File: config.mk
export PLATFORM = sky130hd
export DESIGN_NAME = mem_arbiter
export DESIGN_NICKNAME = d
export VERILOG_FILES = /design/src/rtl/mem_arbiter.sv
export SDC_FILE = /design/constraint.sdc
export NUM_CORES = 1
export LEC_CHECK = 0
export ABC_AREA = 1
export BUFFER_PORTS_ARGS = -buffer_cell sky130_fd_sc_hd__buf_2
export CAP_MARGIN = 30
export CORE_ASPECT_RATIO = 1.25
export CORE_MARGIN = 8
export CORE_UTILIZATION = 30
export DETAILED_ROUTE_END_ITERATION = 8
export PLACE_DENSITY_LB_ADDON = 0.1
export SLEW_MARGIN = 0
export SYNTH_ARGS = -nofsm -noshare
export SYNTH_HDL_FRONTEND = slang
export SYNTH_SLANG_ARGS = --single-unit
File: constraint.sdc
create_clock -name clk -period 2.5 [get_ports clk]
set_input_delay 0.5 -clock clk [delete_from_list [all_inputs] [get_ports clk]]
set_output_delay 0.5 -clock clk [all_outputs]
set_load 0.03 [all_outputs]
File: src/rtl/mem_arbiter.sv
`default_nettype none
// ============================================================================
// Module   : mem_arbiter
// Brief    : Two-client round-robin arbiter onto a single-port memory, with
//            tagged read return. Define MEM_ARB_C0_PRIO_EN for fixed client-0
//            priority.
// Revision : 1.0 - initial release
// ============================================================================
module mem_arbiter #(
   parameter int ADDR_W = 17,
   parameter int DATA_W = 32,
   parameter int RD_LAT = 1
) (
   input  logic              clk,
   input  logic              rst_,
   input  logic              c0_rts_in,
   output logic              c0_rtr_out,
   input  logic [ADDR_W-1:0] c0_addr,
   input  logic [DATA_W-1:0] c0_wr_data,
   input  logic [3:0]        c0_op,
   output logic [DATA_W-1:0] c0_rd_data,
   output logic              c0_rd_valid,
   input  logic              c1_rts_in,
   output logic              c1_rtr_out,
   input  logic [ADDR_W-1:0] c1_addr,
   input  logic [DATA_W-1:0] c1_wr_data,
   input  logic [3:0]        c1_op,
   output logic [DATA_W-1:0] c1_rd_data,
   output logic              c1_rd_valid,
   output logic              mem_en,
   output logic              mem_we,
   output logic [ADDR_W-1:0] mem_addr,
   output logic [DATA_W-1:0] mem_wr_data,
   input  logic [DATA_W-1:0] mem_rd_data
);

   localparam logic [3:0] c_op_read  = 4'b0001;
   localparam logic [3:0] c_op_write = 4'b0010;
   localparam logic [3:0] c_op_clear = 4'b1111;

   logic              r_last_grant;
   logic              w_gnt0;
   logic              w_gnt1;
   logic              w_xfc0;
   logic              w_xfc1;
   logic              w_xfc;
   logic [3:0]        w_op;
   logic [ADDR_W-1:0] w_addr;
   logic [DATA_W-1:0] w_wr_data;
   logic              w_is_rd;
   logic              w_is_wr;
   logic              w_access;
   // {valid, client}; stage 0 lines up with mem_en, stage RD_LAT with mem_rd_data
   logic [1:0]        r_tag [0:RD_LAT];

`ifdef MEM_ARB_C0_PRIO_EN
   always_comb begin
      w_gnt0 = c0_rts_in;
      w_gnt1 = c1_rts_in && !c0_rts_in;
   end
`else
   always_comb begin
      w_gnt0 = c0_rts_in && (!c1_rts_in || r_last_grant);
      w_gnt1 = c1_rts_in && (!c0_rts_in || !r_last_grant);
   end
`endif

   assign c0_rtr_out = w_gnt0 && rst_;
   assign c1_rtr_out = w_gnt1 && rst_;
   assign w_xfc0     = c0_rts_in && c0_rtr_out;
   assign w_xfc1     = c1_rts_in && c1_rtr_out;
   assign w_xfc      = w_xfc0 || w_xfc1;

   always_comb begin
      w_op      = w_xfc1 ? c1_op      : c0_op;
      w_addr    = w_xfc1 ? c1_addr    : c0_addr;
      w_wr_data = w_xfc1 ? c1_wr_data : c0_wr_data;
      w_is_rd   = (w_op == c_op_read);
      w_is_wr   = (w_op == c_op_write) || (w_op == c_op_clear);
      w_access  = w_xfc && (w_is_rd || w_is_wr);
   end

   always_ff @(posedge clk or negedge rst_) begin
      if (!rst_) begin
         r_last_grant <= 1'b1;
         mem_en       <= 1'b0;
         mem_we       <= 1'b0;
         mem_addr     <= '0;
         mem_wr_data  <= '0;
         c0_rd_data   <= '0;
         c0_rd_valid  <= 1'b0;
         c1_rd_data   <= '0;
         c1_rd_valid  <= 1'b0;
         for (int i = 0; i <= RD_LAT; i++) begin
            r_tag[i] <= 2'b00;
         end
      end else begin
         if (w_xfc0) begin
            r_last_grant <= 1'b0;
         end else if (w_xfc1) begin
            r_last_grant <= 1'b1;
         end

         mem_en <= w_access;
         mem_we <= w_access && w_is_wr;
         if (w_access) begin
            mem_addr    <= w_addr;
            mem_wr_data <= w_wr_data;
         end

         r_tag[0] <= {w_xfc && w_is_rd, w_xfc1};
         for (int i = 1; i <= RD_LAT; i++) begin
            r_tag[i] <= r_tag[i-1];
         end

         c0_rd_valid <= r_tag[RD_LAT][1] && !r_tag[RD_LAT][0];
         c1_rd_valid <= r_tag[RD_LAT][1] &&  r_tag[RD_LAT][0];
         if (r_tag[RD_LAT][1] && !r_tag[RD_LAT][0]) begin
            c0_rd_data <= mem_rd_data;
         end
         if (r_tag[RD_LAT][1] && r_tag[RD_LAT][0]) begin
            c1_rd_data <= mem_rd_data;
         end
      end
   end

endmodule
`default_nettype wire

Yosys cells after proc, flatten, opt, wreduce, memory -nomap -nowiden
Cells that the tools add are included.

word-level totals
  bits in registers = 122
  output and inout bits = 119
  logic and storage cells = 40

operators by class
  eq/ne operators = 3
  multiplexer cells = 5
  reductions and logical operators = 21

operators by type and width
  cell                  count
  $mux W32              1
  $mux W17              1
  $logic_and A1 B1 Y1   11
  $logic_or A1 B1 Y1    5
  $eq A4 B1 Y1 const B  1
  $eq A4 B2 Y1 const B  1
  $eq A4 B4 Y1 const B  1
  $logic_not A1 Y1      4
  $mux W4               1
  $mux W1               2
  $reduce_bool A2 Y1    1

Depth between registers and ports, before layout
Gate-level depths: netlist (run 1).

  word-level depth = 11
  mapped depth = 13
  gate-level depth less buffers = 11

Least setup slack after synthesis (run 1)
OpenSTA, ideal clock, no wires.

  kind = flip-flop to flip-flop
  start = register r_last_grant
  end = register mem_addr[0]
  setup time = 0.117 ns
  data arrival time = 1.799 ns
  setup slack = 0.584 ns
  cell stages (with the launch flop) = 9
  clock period less this slack = 1.916 ns
  path through = dfstp_2 > inv_1 > a21oi_1 > nor2_1 > nor2_1 > nand3_2 > buf_2 > nand3_1 > nand2_1

on the way
  elaborated cells between the ends (all ways) = 18

RTL lines
  item                    line  source
  start, declared         41    logic r_last_grant;
  start signal, assigned  85    r_last_grant <= 1'b1;
  start signal, assigned  99    r_last_grant <= 1'b0;
  start signal, assigned  101   r_last_grant <= 1'b1;
  $logic_or A1 B1 Y1      63    w_gnt0 = c0_rts_in && (!c1_rts_in || r_last_grant);
  $logic_and A1 B1 Y1     63
  $logic_and A1 B1 Y1     68    assign c0_rtr_out = w_gnt0 && rst_;
  net c0_rtr_out          17    output logic c0_rtr_out,
  $logic_and A1 B1 Y1     70    assign w_xfc0 = c0_rts_in && c0_rtr_out;
  $logic_or A1 B1 Y1      72    assign w_xfc = w_xfc0 || w_xfc1;
  $logic_and A1 B1 Y1     80    w_access = w_xfc && (w_is_rd || w_is_wr);
  end signal, assigned    107   mem_addr <= w_addr;
  end, declared           32    output logic [ADDR_W-1:0] mem_addr,

The timed path passes the listed nets, and every way through them passes these cells.
A chain may end at the register's enable or synchronous reset.

Worst setup path in the final report (run 1)
  start = register r_last_grant
  end = register mem_addr[6]

on the way
  cells in the longest elaborated chain, start to end = 10
  elaborated cells between the ends (all ways) = 18

ends and longest elaborated chain
  item                                          line  source
  $logic_not A1 Y1                              64    w_gnt1 = c1_rts_in && (!c0_rts_in || !r_last_grant);
  $logic_or A1 B1 Y1                            64
  $logic_and A1 B1 Y1                           64
  $logic_and A1 B1 Y1                           69    assign c1_rtr_out = w_gnt1 && rst_;
  $logic_and A1 B1 Y1                           71    assign w_xfc1 = c1_rts_in && c1_rtr_out;
  $mux W4                                       75    w_op = w_xfc1 ? c1_op : c0_op;
  $eq A4 B2 Y1 or $eq A4 B4 Y1 (tied branches)  79    w_is_wr = (w_op == c_op_write) || (w_op == c_op_clear);
  $logic_or A1 B1 Y1                            79
  $logic_or A1 B1 Y1                            80
  $logic_and A1 B1 Y1                           80

Several ways; a longest one is shown, not always the timed one.

==> results of run 1 <==
-- cell type report --
cell class | count | area [um^2] | share of cell area
Inverter | 45 | 169 | 0.0228
Clock inverter | 14 | 123 | 0.0166
Clock buffer | 18 | 429 | 0.0580
Tap cell | 224 | 280 | 0.0379
Sequential cell | 122 | 3050 | 0.413
Multi-Input combinational cell | 463 | 1930 | 0.260
Timing Repair Buffer | 273 | 1410 | 0.191
-- sequential cells by signal, indices dropped and copies added (netlist names), 4 cells and up --
signal       cells
c0_rd_data      32
c1_rd_data      32
mem_addr        17
mem_wr_data     32
r_tag            4
-- metal layers --
metal  part of all wire  wire (um)  global-route usage  up-vias
li1                   -          -                   -     2580
met1               0.41       7040               0.173     2290
met2               0.49       8250               0.254      169
met3              0.084       1420              0.0617       24
met4              0.014        244              0.0465        6
met5             0.0021         36                   0        -
-- kinds of logic after synthesis --
| group | count (synthesis) | share of synthesized area |
|---|---|---|
| AOI/OAI and AO/OA | 67 | 0.0627 |
| and+or+nand+nor | 396 | 0.296 |
| DFF | 122 | 0.571 |
| buffers and inverters | 84 | 0.0698 |
-- critical path, delay by kind of cell (launching register included) --
family | cells | cell delay, ns
buffers and inverters | 2 | 0.56
flip-flops | 1 | 0.53
AND/OR/NAND/NOR | 7 | 0.82
-- power groups by stage --
stage	sequential (uW)	clock (uW)	combinational, uW
after floorplan	4550	0	731
after global placement	3110	0	3400
after detailed placement	3100	0	3420
after CTS	3080	2350	3420
after global routing	3170	2430	3640
final	3080	2270	3350
-- final timing paths --
path,endpoint,start,depth (start not counted)
setup / recovery,mem_addr[6],r_last_grant,9
hold reg to reg,r_tag[1],r_tag[3],0
max in group asynchronous,mem_wr_data[8],rst_,3
hold / removal,mem_addr[6],rst_,2
setup reg to reg,mem_addr[6],r_last_grant,9
min in group clk,r_tag[1],r_tag[3],0
-- metrics by stage --
step	cell area [um^2]	setup slack, ns	cells
5_1_grt	7390	0.320	1159
6_report	7390	0.503	1159
4_1_cts	7390	0.485	1159
3_5_place_dp	6840	0.276	1127
3_3_place_gp	6840	0.325	1127
2_1_floorplan	5350	0.584	669
-- Yosys cell counts --
| cell type | count | area [um^2] |
|---|---|---|
| a21oi_1 | 2 | 10.0 |
| buf_2 | 10 | 50.1 |
| buf_6 | 6 | 67.6 |
| clkbuf_1 | 23 | 86.3 |
| dfrtp_1 | 121 | 3030 |
| dfstp_2 | 1 | 26.3 |
| inv_1 | 42 | 158 |
| inv_2 | 3 | 11.3 |
| nand2_1 | 329 | 1230 |
| nand2_2 | 3 | 18.8 |
| nand2_4 | 1 | 11.3 |
| nand3_1 | 55 | 275 |
| nand3_2 | 1 | 10.0 |
| nand3b_1 | 1 | 7.51 |
| nor2_1 | 5 | 18.8 |
| nor2_2 | 1 | 6.26 |
| o21ai_0 | 65 | 325 |
==> results.toml, run 1 <==
[status]
status = "complete, no violations"

[power_and_ir_drop]
power_switching_share = 0.422
p_seq_frac = 0.354
power.total_uw = 8690
p_int_uw = 5020
p_sw_uw = 3670
p_leak_uw = 0.00437
ir_drop_v = 0.000558
comb_power_share = 0.385
power.density_nw_per_um2 = 1180
clkPwrFrac = 0.261

[route]
wirelength_um = 17000
drc = 0
final_antenna_net_count = 0
drt_iter0_drc = 254
dr.pass1.iters = 4
wire_per_inst_um = 14.7
viasPerCell = 4.37
vias = 5069

[critical_path]
crit_chain = "nand2_2, inv_2, nor2_4, nor2_1, nor2_1, nand3_2, buf_4, nand3_1, nand2_1"
reg2reg_slack_ns = 0.50
criticalPathCategory = "register to register"
critPathCaptureType = "register"
cp_max_fo = 43
max_stage_delay_ns = 0.53
cpMostUsedCell = "nor2_1"
crit_required_ns = 2.84
slowest_stage = "dfstp_2"
worstPathArrival_ns = 2.33
critPathLaunchType = "register"

[clock_network]
cts_buffer_depth = 2
cts_root_buffer = "clkbuf_16"
clkTransAtPathRegs_ns = 0.06
cts_tree = "done"
hold_buffers = 0
cts.sinks = 122
clock_latency_ns = 0.40
cts_made_buffers = 17
postCtsSetupBuffers = 0
cts_htree_levels = 4
ctsResizeCount = 0

[sta]
tightest_slew_ns = 0.843
min_period_ns = 2.00
fin_tns_setup_ns = 0
fin_skew_ns = 0.00634
finalCritPeriodShare = 0.799
maxSlewHeadroom = 0.438
final-setup-viol-count = 0
rsz0062_at_grt = "no"
max_freq_ghz = 0.501
hold_viol = 0
slew_violations = 0
holdWs_ns = 0.130

[cells_and_area]
n_antenna_cell = 0
syn2layout_area_growth_pct = 38.3
final_common_cell = "nand2_1"
final_util = 0.424
fin_nets = 1064
nFillCells = 1837
layout_common_cells = "328 x nand2_1, 259 x buf_2, 121 x dfrtp_1"
layout-drive-gt1-share = 0.337

[grt]
grt_pass1_vias = 5192
antenna_found_initial = 3
overflow = 0
grt_max_degree = 67
gr-usage-all-layers = 0.151
grt_first_pass_wirelength_um = 26900

[floorplanning]
die_y_um = 165
initial_core_util = 0.307
rows = 54
core_area_um2 = 17400
fp.dieW_um = 135
ioPinCount = 261
die_area_um2 = 22400

[flow_run]
max_cap_viol_count = 0

[place]
portBuffers = 260
hpwl_um = 12600
routabilityCongestion = 0.764

[yosys]
syn_nets = 811
synth_seq_area_share = 0.571
yosysWarnings = 0
synth_cell_types = 17
postSynthAreaPerCell_um2 = 7.99
netlist_area_um2 = 5350
synth-seq-cells = 122
synthCells = 669

[worst_hold_path]
hp-class = "input pin to async pin"
(Power assumes the default switching activity.)
==> run 2, diff against run 1 <==
==> constraint.sdc (replaced) <==
create_clock -name clk -period 2.05 [get_ports clk]
set_input_delay 0.41 -clock clk [delete_from_list [all_inputs] [get_ports clk]]
set_output_delay 0.41 -clock clk [all_outputs]
set_load 0.03 [all_outputs]
==> run 2 against run 1 <==
Effect of this change: critical path depth shrank 6; non-clock buffer count rose by 3; clock power is 33% higher; final area is 1.5% higher; highest routed layer unchanged; first-iteration DRC count shrank 9.4%; sequential power is 22% higher.
==> results.toml, run 2 (synthesis results as in run 1) <==
[floorplanning]
fp.dieW_um = 135
die_area_um2 = 22400
ioPinCount = 261
initial_core_util = 0.307
core_area_um2 = 17400
die_y_um = 165
rows = 54

[flow_run]
max_cap_viol_count = 0

[status]
status = "complete, no violations"

[clock_network]
clock_latency_ns = 0.40
cts_htree_levels = 4
cts_root_buffer = "clkbuf_16"
cts.sinks = 122
ctsResizeCount = 0
cts_buffer_depth = 2
clkTransAtPathRegs_ns = 0.06
cts_made_buffers = 17
cts_tree = "done"

[critical_path]
ff2ff_path_depth = 9
critical_path_buf_inv_count = 2
cp_max_fo = 3
worstReg2RegEnd = "mem_addr[5]"
critPathLaunchType = "register"
reg2reg_slack_ns = 0.26
crit_family = "flip-flops"
criticalPathCategory = "register to output pin"
crit_required_ns = 1.64
r2r-start = "r_last_grant"
max_stage_delay_ns = 0.53
slowest_stage = "dfstp_2"
worstPathArrival_ns = 1.44
critPathCaptureType = "output pin"
crit_chain = "inv_1, a21oi_1, buf_2"

[grt]
grt_first_pass_wirelength_um = 26900
overflow = 0
antenna_found_initial = 4
grt_max_degree = 61
gr-usage-all-layers = 0.152
grt_pass1_vias = 5214

[sta]
finalCritPeriodShare = 0.900
fin_skew_ns = 0.00727
maxSlewHeadroom = 0.476
slew_violations = 0
min_period_ns = 1.85
tightest_slew_ns = 0.786
rsz0062_at_grt = "no"
fin_tns_setup_ns = 0
final-setup-viol-count = 0
hold_viol = 0
holdWs_ns = 0.212
max_freq_ghz = 0.542

[power_and_ir_drop]
ir_drop_v = 0.000526
power.total_uw = 10800
power.density_nw_per_um2 = 1440
p_leak_uw = 0.00442

[place]
routabilityCongestion = 0.759
hpwl_um = 12600
portBuffers = 260

[cells_and_area]
syn2layout_area_growth_pct = 40.5
final_util = 0.431
layout_common_cells = "328 x nand2_1, 259 x buf_2, 121 x dfrtp_1"
final_common_cell = "nand2_1"
top_regs = "c0_rd_data x32, c1_rd_data x32, mem_wr_data x32"
fin_nets = 1067
nFillCells = 1878
multiInputGateArea_um2 = 1930
regArea_um2 = 3050
layout-drive-gt1-share = 0.338

[worst_hold_path]
hp-class = "input pin to async pin"

[route]
drc = 0
wire_per_inst_um = 14.5
vias = 5034
dr.pass1.iters = 4
viasPerCell = 4.33
drt_iter0_drc = 230
wirelength_um = 16800
final_antenna_net_count = 0
run 2: changes by cell type in the layout (fill, tap and decap cells not counted), sizes merged:
| cell | previous run | this run |
|---|---|---|
| buf | 273 | 275 |
| bufinv | 1 | 3 |
| clkinv | 9 | 7 |
| diode | 0 | 2 |
| clkbuf | 18 | 17 |
| dlygate4sd3 | 0 | 1 |
run 2: cell type report:
type | instances | area share
multi-input cells | 463 | 0.256
well taps | 224 | 0.0373
flip-flops and latches | 122 | 0.407
clock inverters | 14 | 0.0230
clock buffers | 17 | 0.0567
inverters | 45 | 0.0225
diodes | 2 | 0.000667
repair buffers | 276 | 0.197
run 2: metrics by stage:
| stage | setup WS, ns | std cells | area, um^2 |
|---|---|---|---|
| 3_5_place_dp | 0.124 | 1129 | 6900 |
| 5_1_grt | 0.0824 | 1162 | 7510 |
| 4_1_cts | 0.149 | 1161 | 7500 |
| 3_3_place_gp | 0.176 | 1129 | 6900 |
| 2_1_floorplan | 0.134 | 669 | 5350 |
| 6_report | 0.204 | 1163 | 7510 |
run 2: timing repair:
item                                    in CTS  in global routing
hold buffers                                 1                  0
setup buffers                                0                  0
endpoints found under the hold margin       20                  0
endpoints found under the setup margin       0                  0
run 2: layer usage:
metal,vias to the layer above,share of wire,global-route usage
met5,-,0.0020,0
met4,6,0.011,0.0516
met3,18,0.083,0.0605
met2,164,0.48,0.254
met1,2261,0.42,0.174
li1,2585,-,-
run 2: worst max path at each step:
stage	from	to	slack, ns	cells after the start
5_1_grt	r_last_grant	mem_addr[14]	0.08	9
3_5_place_dp	rst_	mem_wr_data[0]	0.12	11
6_report	r_last_grant	c0_rtr_out	0.20	3
4_1_cts	r_last_grant	c0_rtr_out	0.15	3
2_1_floorplan	r_last_grant	mem_addr[0]	0.13	8
3_3_place_gp	rst_	mem_addr[16]	0.18	11
run 2: worst reg2reg max path: stages, from the launching register on:
cell and delay [ns]:
dfstp_2 0.53, nand2_2 0.10, nand2_2 0.17, nand2_1 0.07, nand2_1 0.08, nor2_1 0.05, nand3_2 0.11, buf_4 0.38
nand3_1 0.15, nand2_1 0.09
run 2: where the power goes:
part	internal [uW]	total, uW	leakage, uW	switching, uW
Sequential	3290	3760	0.00143	470
Combinational	1170	4080	0.00270	2910
Clock	1910	3010	0.000289	1090
Total	6380	10800	0.00442	4470
